<file path="src/rtl/divide_arbiter.sv">
// Round-robin front end that shares one FIFO-style divider among N_REQ requesters.
// A tag FIFO records who issued each operation, so quotients are routed back in issue order.
module divide_arbiter #(
  parameter int N_REQ           = 4,
  parameter int D_BITS          = 32,
  parameter int MAX_OUTSTANDING = 16,
  parameter int ID_W            = $clog2(N_REQ)
) (
  input  logic                              clock,
  input  logic                              reset,
  input  logic [N_REQ-1:0]                  req_empty,
  output logic [N_REQ-1:0]                  req_rd_en,
  input  logic [N_REQ*D_BITS-1:0]           req_dividend,
  input  logic [N_REQ*D_BITS-1:0]           req_divisor,
  output logic [D_BITS-1:0]                 div_dividend,
  output logic [D_BITS-1:0]                 div_divisor,
  output logic                              div_in_empty,
  input  logic                              div_in_rd_en,
  input  logic                              div_out_empty,
  output logic                              div_out_rd_en,
  input  logic [D_BITS-1:0]                 div_out_dout,
  output logic [N_REQ-1:0]                  res_valid,
  input  logic [N_REQ-1:0]                  res_ready,
  output logic [D_BITS-1:0]                 res_quotient,
  output logic [$clog2(MAX_OUTSTANDING):0]  outstanding,
  output logic                              tag_err
);

  localparam int PTR_W = $clog2(MAX_OUTSTANDING);
  localparam int OUT_W = PTR_W + 1;

  logic              stage_valid;
  logic [ID_W-1:0]   rr_ptr;
  logic [ID_W-1:0]   grant_id;
  logic              grant_found;
  logic              can_load;
  logic              issue;
  logic [ID_W-1:0]   tag_mem [MAX_OUTSTANDING];
  logic [PTR_W:0]    tag_wr_ptr;
  logic [PTR_W:0]    tag_rd_ptr;
  logic [ID_W-1:0]   tag_head;
  logic              tag_empty;
  logic              tag_full;
  logic [ID_W-1:0]   res_id;
  logic              res_any_valid;
  logic              res_accept;
  logic              out_free;
  logic              res_load;
  logic              res_drop;
  logic [D_BITS-1:0] grant_dividend;
  logic [D_BITS-1:0] grant_divisor;

  // The tag FIFO can never hold more entries than outstanding, so this bound also keeps it from overflowing.
  assign tag_full  = (outstanding == OUT_W'(MAX_OUTSTANDING));
  assign tag_empty = (tag_wr_ptr == tag_rd_ptr);
  assign tag_head  = tag_mem[tag_rd_ptr[PTR_W-1:0]];
  assign can_load  = (!stage_valid || div_in_rd_en) && !tag_full;

  always_comb begin
    int              idx;
    logic [ID_W-1:0] cand;
    grant_found = 1'b0;
    grant_id    = '0;
    idx         = 0;
    cand        = '0;
    for (int k = 0; k < N_REQ; k++) begin
      idx  = (int'(rr_ptr) + 1 + k) % N_REQ;
      cand = ID_W'(idx);
      if (!grant_found && !req_empty[cand]) begin
        grant_found = 1'b1;
        grant_id    = cand;
      end
    end
  end

  assign issue          = can_load && grant_found;
  assign grant_dividend = req_dividend[int'(grant_id)*D_BITS +: D_BITS];
  assign grant_divisor  = req_divisor[int'(grant_id)*D_BITS +: D_BITS];
  // Pops are masked while in reset so no requester loses data the staging register never captured.
  assign req_rd_en      = (issue && reset) ? (N_REQ'(1) << grant_id) : '0;
  assign div_in_empty   = !stage_valid;

  always_ff @(posedge clock or negedge reset) begin
    if (!reset) begin
      stage_valid  <= 1'b0;
      div_dividend <= '0;
      div_divisor  <= '0;
    end else if (issue) begin
      stage_valid  <= 1'b1;
      div_dividend <= grant_dividend;
      div_divisor  <= grant_divisor;
    end else if (div_in_rd_en) begin
      stage_valid  <= 1'b0;
    end
  end

  always_ff @(posedge clock or negedge reset) begin
    if (!reset) begin
      rr_ptr <= ID_W'(N_REQ - 1);
    end else if (issue) begin
      rr_ptr <= grant_id;
    end
  end

  always_ff @(posedge clock) begin
    if (issue) begin
      tag_mem[tag_wr_ptr[PTR_W-1:0]] <= grant_id;
    end
  end

  always_ff @(posedge clock or negedge reset) begin
    if (!reset) begin
      tag_wr_ptr <= '0;
      tag_rd_ptr <= '0;
    end else begin
      if (issue) begin
        tag_wr_ptr <= tag_wr_ptr + 1'b1;
      end
      if (res_load) begin
        tag_rd_ptr <= tag_rd_ptr + 1'b1;
      end
    end
  end

  assign res_any_valid = |res_valid;
  assign res_accept    = res_any_valid && res_ready[res_id];
  assign out_free      = !res_any_valid || res_ready[res_id];
  assign res_load      = out_free && !div_out_empty && !tag_empty;
  assign res_drop      = out_free && !div_out_empty && tag_empty;
  assign div_out_rd_en = reset && (res_load || res_drop);

  always_ff @(posedge clock or negedge reset) begin
    if (!reset) begin
      res_valid    <= '0;
      res_id       <= '0;
      res_quotient <= '0;
    end else if (res_load) begin
      res_valid    <= N_REQ'(1) << tag_head;
      res_id       <= tag_head;
      res_quotient <= div_out_dout;
    end else if (res_accept) begin
      res_valid    <= '0;
    end
  end

  // A result with no tag means the divider and this block disagree on what is in flight; remember it.
  always_ff @(posedge clock or negedge reset) begin
    if (!reset) begin
      tag_err <= 1'b0;
    end else if (res_drop) begin
      tag_err <= 1'b1;
    end
  end

  always_ff @(posedge clock or negedge reset) begin
    if (!reset) begin
      outstanding <= '0;
    end else begin
      case ({issue, res_accept})
        2'b10:   outstanding <= outstanding + 1'b1;
        2'b01:   outstanding <= outstanding - 1'b1;
        default: outstanding <= outstanding;
      endcase
    end
  end

endmodule

</file>
<file path="config.mk">
export PLATFORM = sky130hd
export DESIGN_NAME = divide_arbiter
export DESIGN_NICKNAME = d
export VERILOG_FILES = /design/src/rtl/divide_arbiter.sv
export SDC_FILE = /design/constraint.sdc
export NUM_CORES = 1
export LEC_CHECK = 0
export CAP_MARGIN = 25
export CORE_MARGIN = 2
export CORE_UTILIZATION = 25
export DETAILED_ROUTE_END_ITERATION = 8
export GPL_TIMING_DRIVEN = 1
export MAX_ROUTING_LAYER = met4
export PLACE_DENSITY_LB_ADDON = 0.2
export RECOVER_POWER = 25
export SLEW_MARGIN = 15
export SYNTH_ARGS = -nofsm -noshare
export SYNTH_HDL_FRONTEND = slang
export SYNTH_SLANG_ARGS = --single-unit
</file>
<file path="constraint.sdc">
create_clock -name clock -period 5.1 [get_ports clock]
set_clock_uncertainty 0.1 [all_clocks]
set_input_delay 0.51 -clock clock [delete_from_list [all_inputs] [get_ports clock]]
set_output_delay 0.51 -clock clock [all_outputs]
set_load 0.05 [all_outputs]
</file>
==> results of run 1 <==
==> synthesized netlist by cell type, types with 2 or more instances <==
cell type / count / area share
a22oi_1: 2 / 0.0019
ha_1: 9 / 0.014
mux2i_1: 2 / 0.0026
mux2_4: 12 / 0.023
mux4_2: 9 / 0.026
o21ai_0: 14 / 0.0090
mux2_2: 87 / 0.13
nor2_1: 85 / 0.041
edfxtp_1: 32 / 0.12
nand4_1: 3 / 0.0024
a31oi_1: 2 / 0.0016
o21ai_1: 2 / 0.0013
buf_2: 21 / 0.013
nand2b_1: 7 / 0.0056
a21oi_1: 70 / 0.045
clkbuf_1: 25 / 0.012
and3_1: 4 / 0.0032
nand2_1: 22 / 0.011
xnor2_1: 10 / 0.011
xor2_1: 10 / 0.011
a222oi_1: 64 / 0.082
o21a_1: 2 / 0.0019
dfrtp_1: 119 / 0.38
buf_4: 6 / 0.0058
nor3_1: 6 / 0.0038
dfstp_2: 2 / 0.0067
o21bai_1: 2 / 0.0019
buf_6: 4 / 0.0058
inv_1: 12 / 0.0058
==> per-layer routing <==
metal / track usage / wire length, um / vias to the layer above
met2: 0.326 / 15900 / 312
met4: 0.0419 / 376 / 0
met5: - / 0 / -
met1: 0.223 / 12500 / 3512
met3: 0.0527 / 2190 / 22
li1: - / - / 3295
==> metrics by stage <==
step	hold WS, ns	cells	cell area [um2]
after floorplan	0.114	663	7800
after global placement	0.355	1426	12300
after detailed placement	0.374	1426	12300
after CTS	0.390	1459	12900
after global routing	0.404	1460	12900
final	0.384	1460	12900
==> worst max-delay path by stage <==
stage               cells after the start               to  slack (ns)            from
finish                                  6     req_rd_en[2]        0.95    req_empty[1]
global route                            6     req_rd_en[2]        0.73    req_empty[1]
CTS                                     6     req_rd_en[2]        1.42    req_empty[2]
detailed placement                     14   outstanding[4]        1.36    req_empty[2]
global placement                        8  div_dividend[9]        1.42    req_empty[1]
floorplan                              17   outstanding[4]        1.47  outstanding[1]
==> final cells by class <==
type / instances / share of cell area
Antenna cell: 1 / 0.000194
Clock buffer: 20 / 0.0362
Clock inverter: 12 / 0.00970
Inverter: 12 / 0.00349
Multi-Input combinational cell: 440 / 0.273
Sequential cell: 153 / 0.309
Tap cell: 396 / 0.0384
Timing Repair Buffer: 426 / 0.330
==> registers in the layout (all words and copies together), names as in the netlist, 2 cells and up <==
name / flops
div_divisor: 32
tag_rd_ptr: 5
res_id: 2
rr_ptr: 2
res_valid: 4
div_dividend: 32
tag_wr_ptr: 5
res_quotient: 32
tag_mem: 32
outstanding: 5
==> power by group <==
| part | total, W | switching (W) | internal, W | leakage, nW |
|---|---|---|---|---|
| sequential | 0.00222 | 0.000411 | 0.00181 | 1.68 |
| clock | 0.00129 | 0.000563 | 0.000728 | 0.297 |
| combinational | 0.00484 | 0.00299 | 0.00185 | 2.99 |
| total | 0.00835 | 0.00396 | 0.00439 | 4.97 |
==> cells by family (layout without fill, tap and decap cells) <==
kind of cell | after synthesis | count (layout) | share of synthesized area
AOI/OAI and AO/OA | 167 | 167 | 0.157
DFF | 153 | 153 | 0.512
and+or+nand+nor | 133 | 133 | 0.0720
muxes | 111 | 111 | 0.179
buffers and inverters | 70 | 470 | 0.0439
xor gates and xnor gates | 20 | 20 | 0.0225
adders and majority gates | 9 | 9 | 0.0144
other | 0 | 1 | 0
==> critical path, delay by kind of cell <==
family / cells / cell delay, ns
AO/OA/AOI/OAI: 1 / 0.13
buffers and inverters: 2 / 1.49
AND/OR/NAND/NOR: 3 / 1.40
==> repair_timing <==
action / in CTS / in global routing
setup buffers: 0 / 0
endpoints found under the hold margin: 37 / 0
hold buffers: 1 / 0
==> results.sh, run 1 <==
export IMPL_startpoint_type="input pin"
export IMPL_max_stage_delay_ns=0.85
export IMPL_syn_num_nets=972
export IMPL_grt_antenna_before_repair=1
export IMPL_drc=0
export IMPL_placeableCoreArea_um2=30700
export IMPL_grt_max_degree=73
export IMPL_ctsRootBufferMaster="clkbuf_16"
export IMPL_ys_seq_area_frac=0.512
export IMPL_place_ws_ns=1.36
export IMPL_reg2reg_depth=13
export IMPL_crit_path_cell_trace="dlygate4sd3_1 -> nand2_1 -> o22ai_1 -> nor2b_1 -> and3_1 -> clkdlybuf4s50_1"
export IMPL_num_vias=7141
export IMPL_syn_cell_area_um2=7800
export IMPL_fin_setup_tns_ns=0
export IMPL_hpwl_mm=23.0
export IMPL_gp_congestion=0.855
export IMPL_violations="capacitance limit, slew limit"
export IMPL_drv_cap=1
export IMPL_final_util=0.421
export IMPL_avgViaCountPerCell=4.89
export IMPL_ys_ff_latch=153
export IMPL_ir_worst_vdd_v=0.000348
export IMPL_maxSlewViolCount=67
export IMPL_finalHoldViolCount=0
export IMPL_grt_pass1_wl_mm=45.7
export IMPL_mostFrequentLayoutCell="clkdlybuf4s50_1"
export IMPL_layout_min_cycle_time_ns=4.15
export IMPL_htree_levels=4
export IMPL_clock_latency_ns=0.42
export IMPL_chipHeight_um=181
export IMPL_hold_depth=1
export IMPL_ys_types=47
export IMPL_regArea_um2=3990
export IMPL_p_total_w=0.00835
export IMPL_r2r_start="outstanding[1]"
export IMPL_critPathArrivalTime_ns=3.54
export IMPL_grt_overflow_total=0
export IMPL_worstMarginPinSlew_ns=1.74
export IMPL_portBuffers=411
export IMPL_critPathKind="input pin to primary output"
export IMPL_grt_use_total=0.191
export IMPL_cp_slowest_cell="clkdlybuf4s50_1"
export IMPL_clock_path_buffers=2
export IMPL_filler_cell_count=2927
export IMPL_async_reset_ff_frac=0.791
export IMPL_fp_row_count=64
export IMPL_wl_per_cell_um=21.2
export IMPL_yosys_warnings=0
export IMPL_cts_clk_slew_worst_paths_ns=0.07
export IMPL_cts_tree="yes"
export IMPL_reg2reg_to="outstanding[4]"
export IMPL_min_from="tag_err"
export IMPL_required_ns=4.49
export IMPL_slew_headroom=-0.162
export IMPL_firstDrtPassIters=7
export IMPL_hold_class="flip-flop to flip-flop"
export IMPL_synth_cells=663
export IMPL_ys_flop_type="dfrtp_1"
export IMPL_layout_drive_gt1_share=0.154
export IMPL_power_density_nw_per_um2=647
export IMPL_multi_input_area_um2=3520
export IMPL_grt_pass1_vias=7462
export IMPL_p_leak_nw=4.97
export IMPL_status="finished, violations left"
export IMPL_rsz0062_at_grt="no"
export IMPL_synth_avg_cell_area_um2=11.8
export IMPL_start_util=0.254
export IMPL_cts_resized=0
export IMPL_layout_cells_most_common_list="367 x clkdlybuf4s50_1, 119 x dfrtp_1, 87 x mux2_2"
export IMPL_die_area_um2=32600
export IMPL_end_kind="primary output"
export IMPL_rrSetupSlack_ns=1.49
export IMPL_io_pins=412
export IMPL_dieWidth_um=181
export IMPL_ant_nets=0
export IMPL_cp_max_fo=16
export IMPL_min_to="tag_err"
export IMPL_synth_edf_count=32
export IMPL_nNetsFinal=1359
export IMPL_drt_iter0_drc=543
export IMPL_area_growth_pct=65.3
export IMPL_setup_viol=0
export IMPL_cts_sinks=153
export IMPL_wirelength_mm=31.0
export IMPL_cts_made_buffers=17
export IMPL_fmax_mhz=241
export IMPL_period_share=0.813
export IMPL_layout_setup_ws_ns=0.953
Power figures use the tool's default switching activity.
==> run 2, diff against run 1 <==
==> constraint.sdc (replaced) <==
create_clock -name clock -period 3.45 [get_ports clock]
set_clock_uncertainty 0.1 [all_clocks]
set_input_delay 0.345 -clock clock [delete_from_list [all_inputs] [get_ports clock]]
set_output_delay 0.345 -clock clock [all_outputs]
set_load 0.05 [all_outputs]
==> run 2 against run 1 <==
Against the previous run: the run now ends clean; critical path depth unchanged; clock power up 52%; die area unchanged; clock-buffer cell count shrank 2; first-iteration DRC count is 16% higher.
==> results.sh, run 2 (same netlist as run 1, synthesis figures left out) <==
export IMPL_grt_busiest_layer="met2"
export IMPL_gp_congestion=0.806
export IMPL_final_cells=1464
export IMPL_num_vias=7109
export IMPL_mostFrequentLayoutCell="clkdlybuf4s50_1"
export IMPL_layout_min_cycle_time_ns=3.22
export IMPL_cts_tree="yes"
export IMPL_path_delay_family="simple AND/OR/NAND/NOR gates"
export IMPL_critPathKind="flip-flop to primary output"
export IMPL_p_int_w=0.00660
export IMPL_chipHeight_um=181
export IMPL_gr_usage_met1=0.219
export IMPL_wirelength_mm=30.7
export IMPL_portBuffers=411
export IMPL_htree_levels=4
export IMPL_p_leak_nw=5.03
export IMPL_final_util=0.426
export IMPL_maxSlewViolCount=0
export IMPL_holdWs_ns=0.263
export IMPL_die_area_um2=32600
export IMPL_worstMarginPinSlew_ns=1.44
export IMPL_gr_usage_met3=0.0661
export IMPL_clkPwrFrac=0.156
export IMPL_grt_pass1_vias=7371
export IMPL_placeableCoreArea_um2=30700
export IMPL_cts_resized=0
export IMPL_wl_per_cell_um=21.0
export IMPL_drc=0
export IMPL_grt_max_degree=141
export IMPL_fin_area_um2=13100
export IMPL_layout_cells_most_common_list="406 x clkdlybuf4s50_1, 119 x dfrtp_1, 87 x mux2_2"
export IMPL_comb_power_share=0.584
export IMPL_p_seq_frac=0.260
export IMPL_end_kind="primary output"
export IMPL_dieWidth_um=181
export IMPL_io_pins=412
export IMPL_status="finished clean"
export IMPL_ant_nets=0
export IMPL_drv_cap=0
export IMPL_crit_path_cell_trace="or4b_1 -> o22ai_1 -> nor2b_4 -> buf_12 -> and3_1 -> buf_12"
export IMPL_start_util=0.254
export IMPL_hold_class="input pin to asynchronous set/reset pin"
export IMPL_grt_use_total=0.190
export IMPL_clock_path_buffers=2
export IMPL_grt_antenna_before_repair=2
export IMPL_ctsRootBufferMaster="clkbuf_16"
export IMPL_grt_util_met2=0.316
export IMPL_hpwl_mm=22.7
export IMPL_switching_share=0.474
export IMPL_grt_pass1_wl_mm=45.7
export IMPL_slew_headroom=0.0402
export IMPL_firstDrtPassIters=5
export IMPL_cts_made_buffers=17
export IMPL_startpoint_type="flip-flop"
export IMPL_fin_setup_tns_ns=0
export IMPL_setup_viol=0
export IMPL_grt_overflow_total=0
export IMPL_rsz0062_at_grt="no"
export IMPL_power_density_nw_per_um2=962
export IMPL_period_share=0.932
export IMPL_critPathArrivalTime_ns=2.77
export IMPL_required_ns=3.00
export IMPL_fp_row_count=64
export IMPL_layout_drive_gt1_share=0.162
export IMPL_cp_max_fo=140
export IMPL_max_stage_delay_ns=0.55
export IMPL_avgViaCountPerCell=4.86
export IMPL_fmax_mhz=311
export IMPL_cts_clk_slew_worst_paths_ns=0.07
export IMPL_cp_common_cell="buf_12"
export IMPL_finalHoldViolCount=0
export IMPL_cp_slowest_cell="or4b_1"
export IMPL_dp_cells=1429
export IMPL_clock_latency_ns=0.43
export IMPL_area_growth_pct=67.4
export IMPL_drt_iter0_drc=632
export IMPL_nNetsFinal=1362
export IMPL_ir_worst_vdd_v=0.000420
export IMPL_placed_cell_area_um2=12400
export IMPL_critPathBufInv=2
export IMPL_switchingPower_w=0.00596
export IMPL_cts_sinks=153
## run 2: worst reg2reg max path: cells and delay by family, from the launching register on
family | cells | cell delay [ns]
xor+xnor | 3 | 0.44
simple gates | 3 | 0.70
flops | 1 | 0.49
compound gates | 4 | 0.65
fa+ha+maj | 2 | 0.40
buf+inv | 1 | 0.11
## run 2: path summary, 6_finish.rpt
| path | from | end | slack (ns) | cells after the start |
|---|---|---|---|---|
| max | outstanding[1] | req_rd_en[1] | 0.23 | 6 |
| min | reset | res_valid[3] | 0.26 | 2 |
| max reg2reg | outstanding[1] | outstanding[4] | 0.44 | 13 |
| min reg2reg | tag_err | tag_err | 0.38 | 1 |
| max in group asynchronous | reset | div_dividend[25] | 1.27 | 3 |
| min in group clock | tag_err | tag_err | 0.38 | 1 |
## run 2: what timing repair did
item / 4_1_cts / 5_1_grt
setup buffers: 0 / 0
hold endpoints to repair: 27 / 0
hold buffers: 1 / 0
## run 2: area by class of cell
type / count / area, um2
clock inverter: 14 / 169
sequential: 153 / 3990
antenna: 2 / 5.00
fill: 2920 / 17600
clock buffer: 18 / 450
inverter: 12 / 45.0
tap: 396 / 495
multi-input combinational: 440 / 3530
timing repair buffer: 429 / 4380
## run 2: metrics by stage
stage               setup WS [ns]  power, W
floorplan                  0.0303   0.00800
global placement            0.335    0.0107
detailed placement          0.302    0.0107
CTS                         0.392    0.0127
global route                0.164    0.0133
finish                      0.235    0.0126
## run 2: metal layers
layer,part of all wire,up-vias
li1,-,3299
met1,0.40,3488
met2,0.51,297
met3,0.083,25
met4,0.014,0
met5,0,-
## run 2: power groups by stage
stage                     logic [W]  registers, W  clock network [W]
after floorplan             0.00270       0.00530                  0
after global placement      0.00740       0.00328                  0
after detailed placement    0.00741       0.00329                  0
after CTS                   0.00743       0.00328            0.00201
after global routing        0.00779       0.00340            0.00208
final                       0.00734       0.00327            0.00196
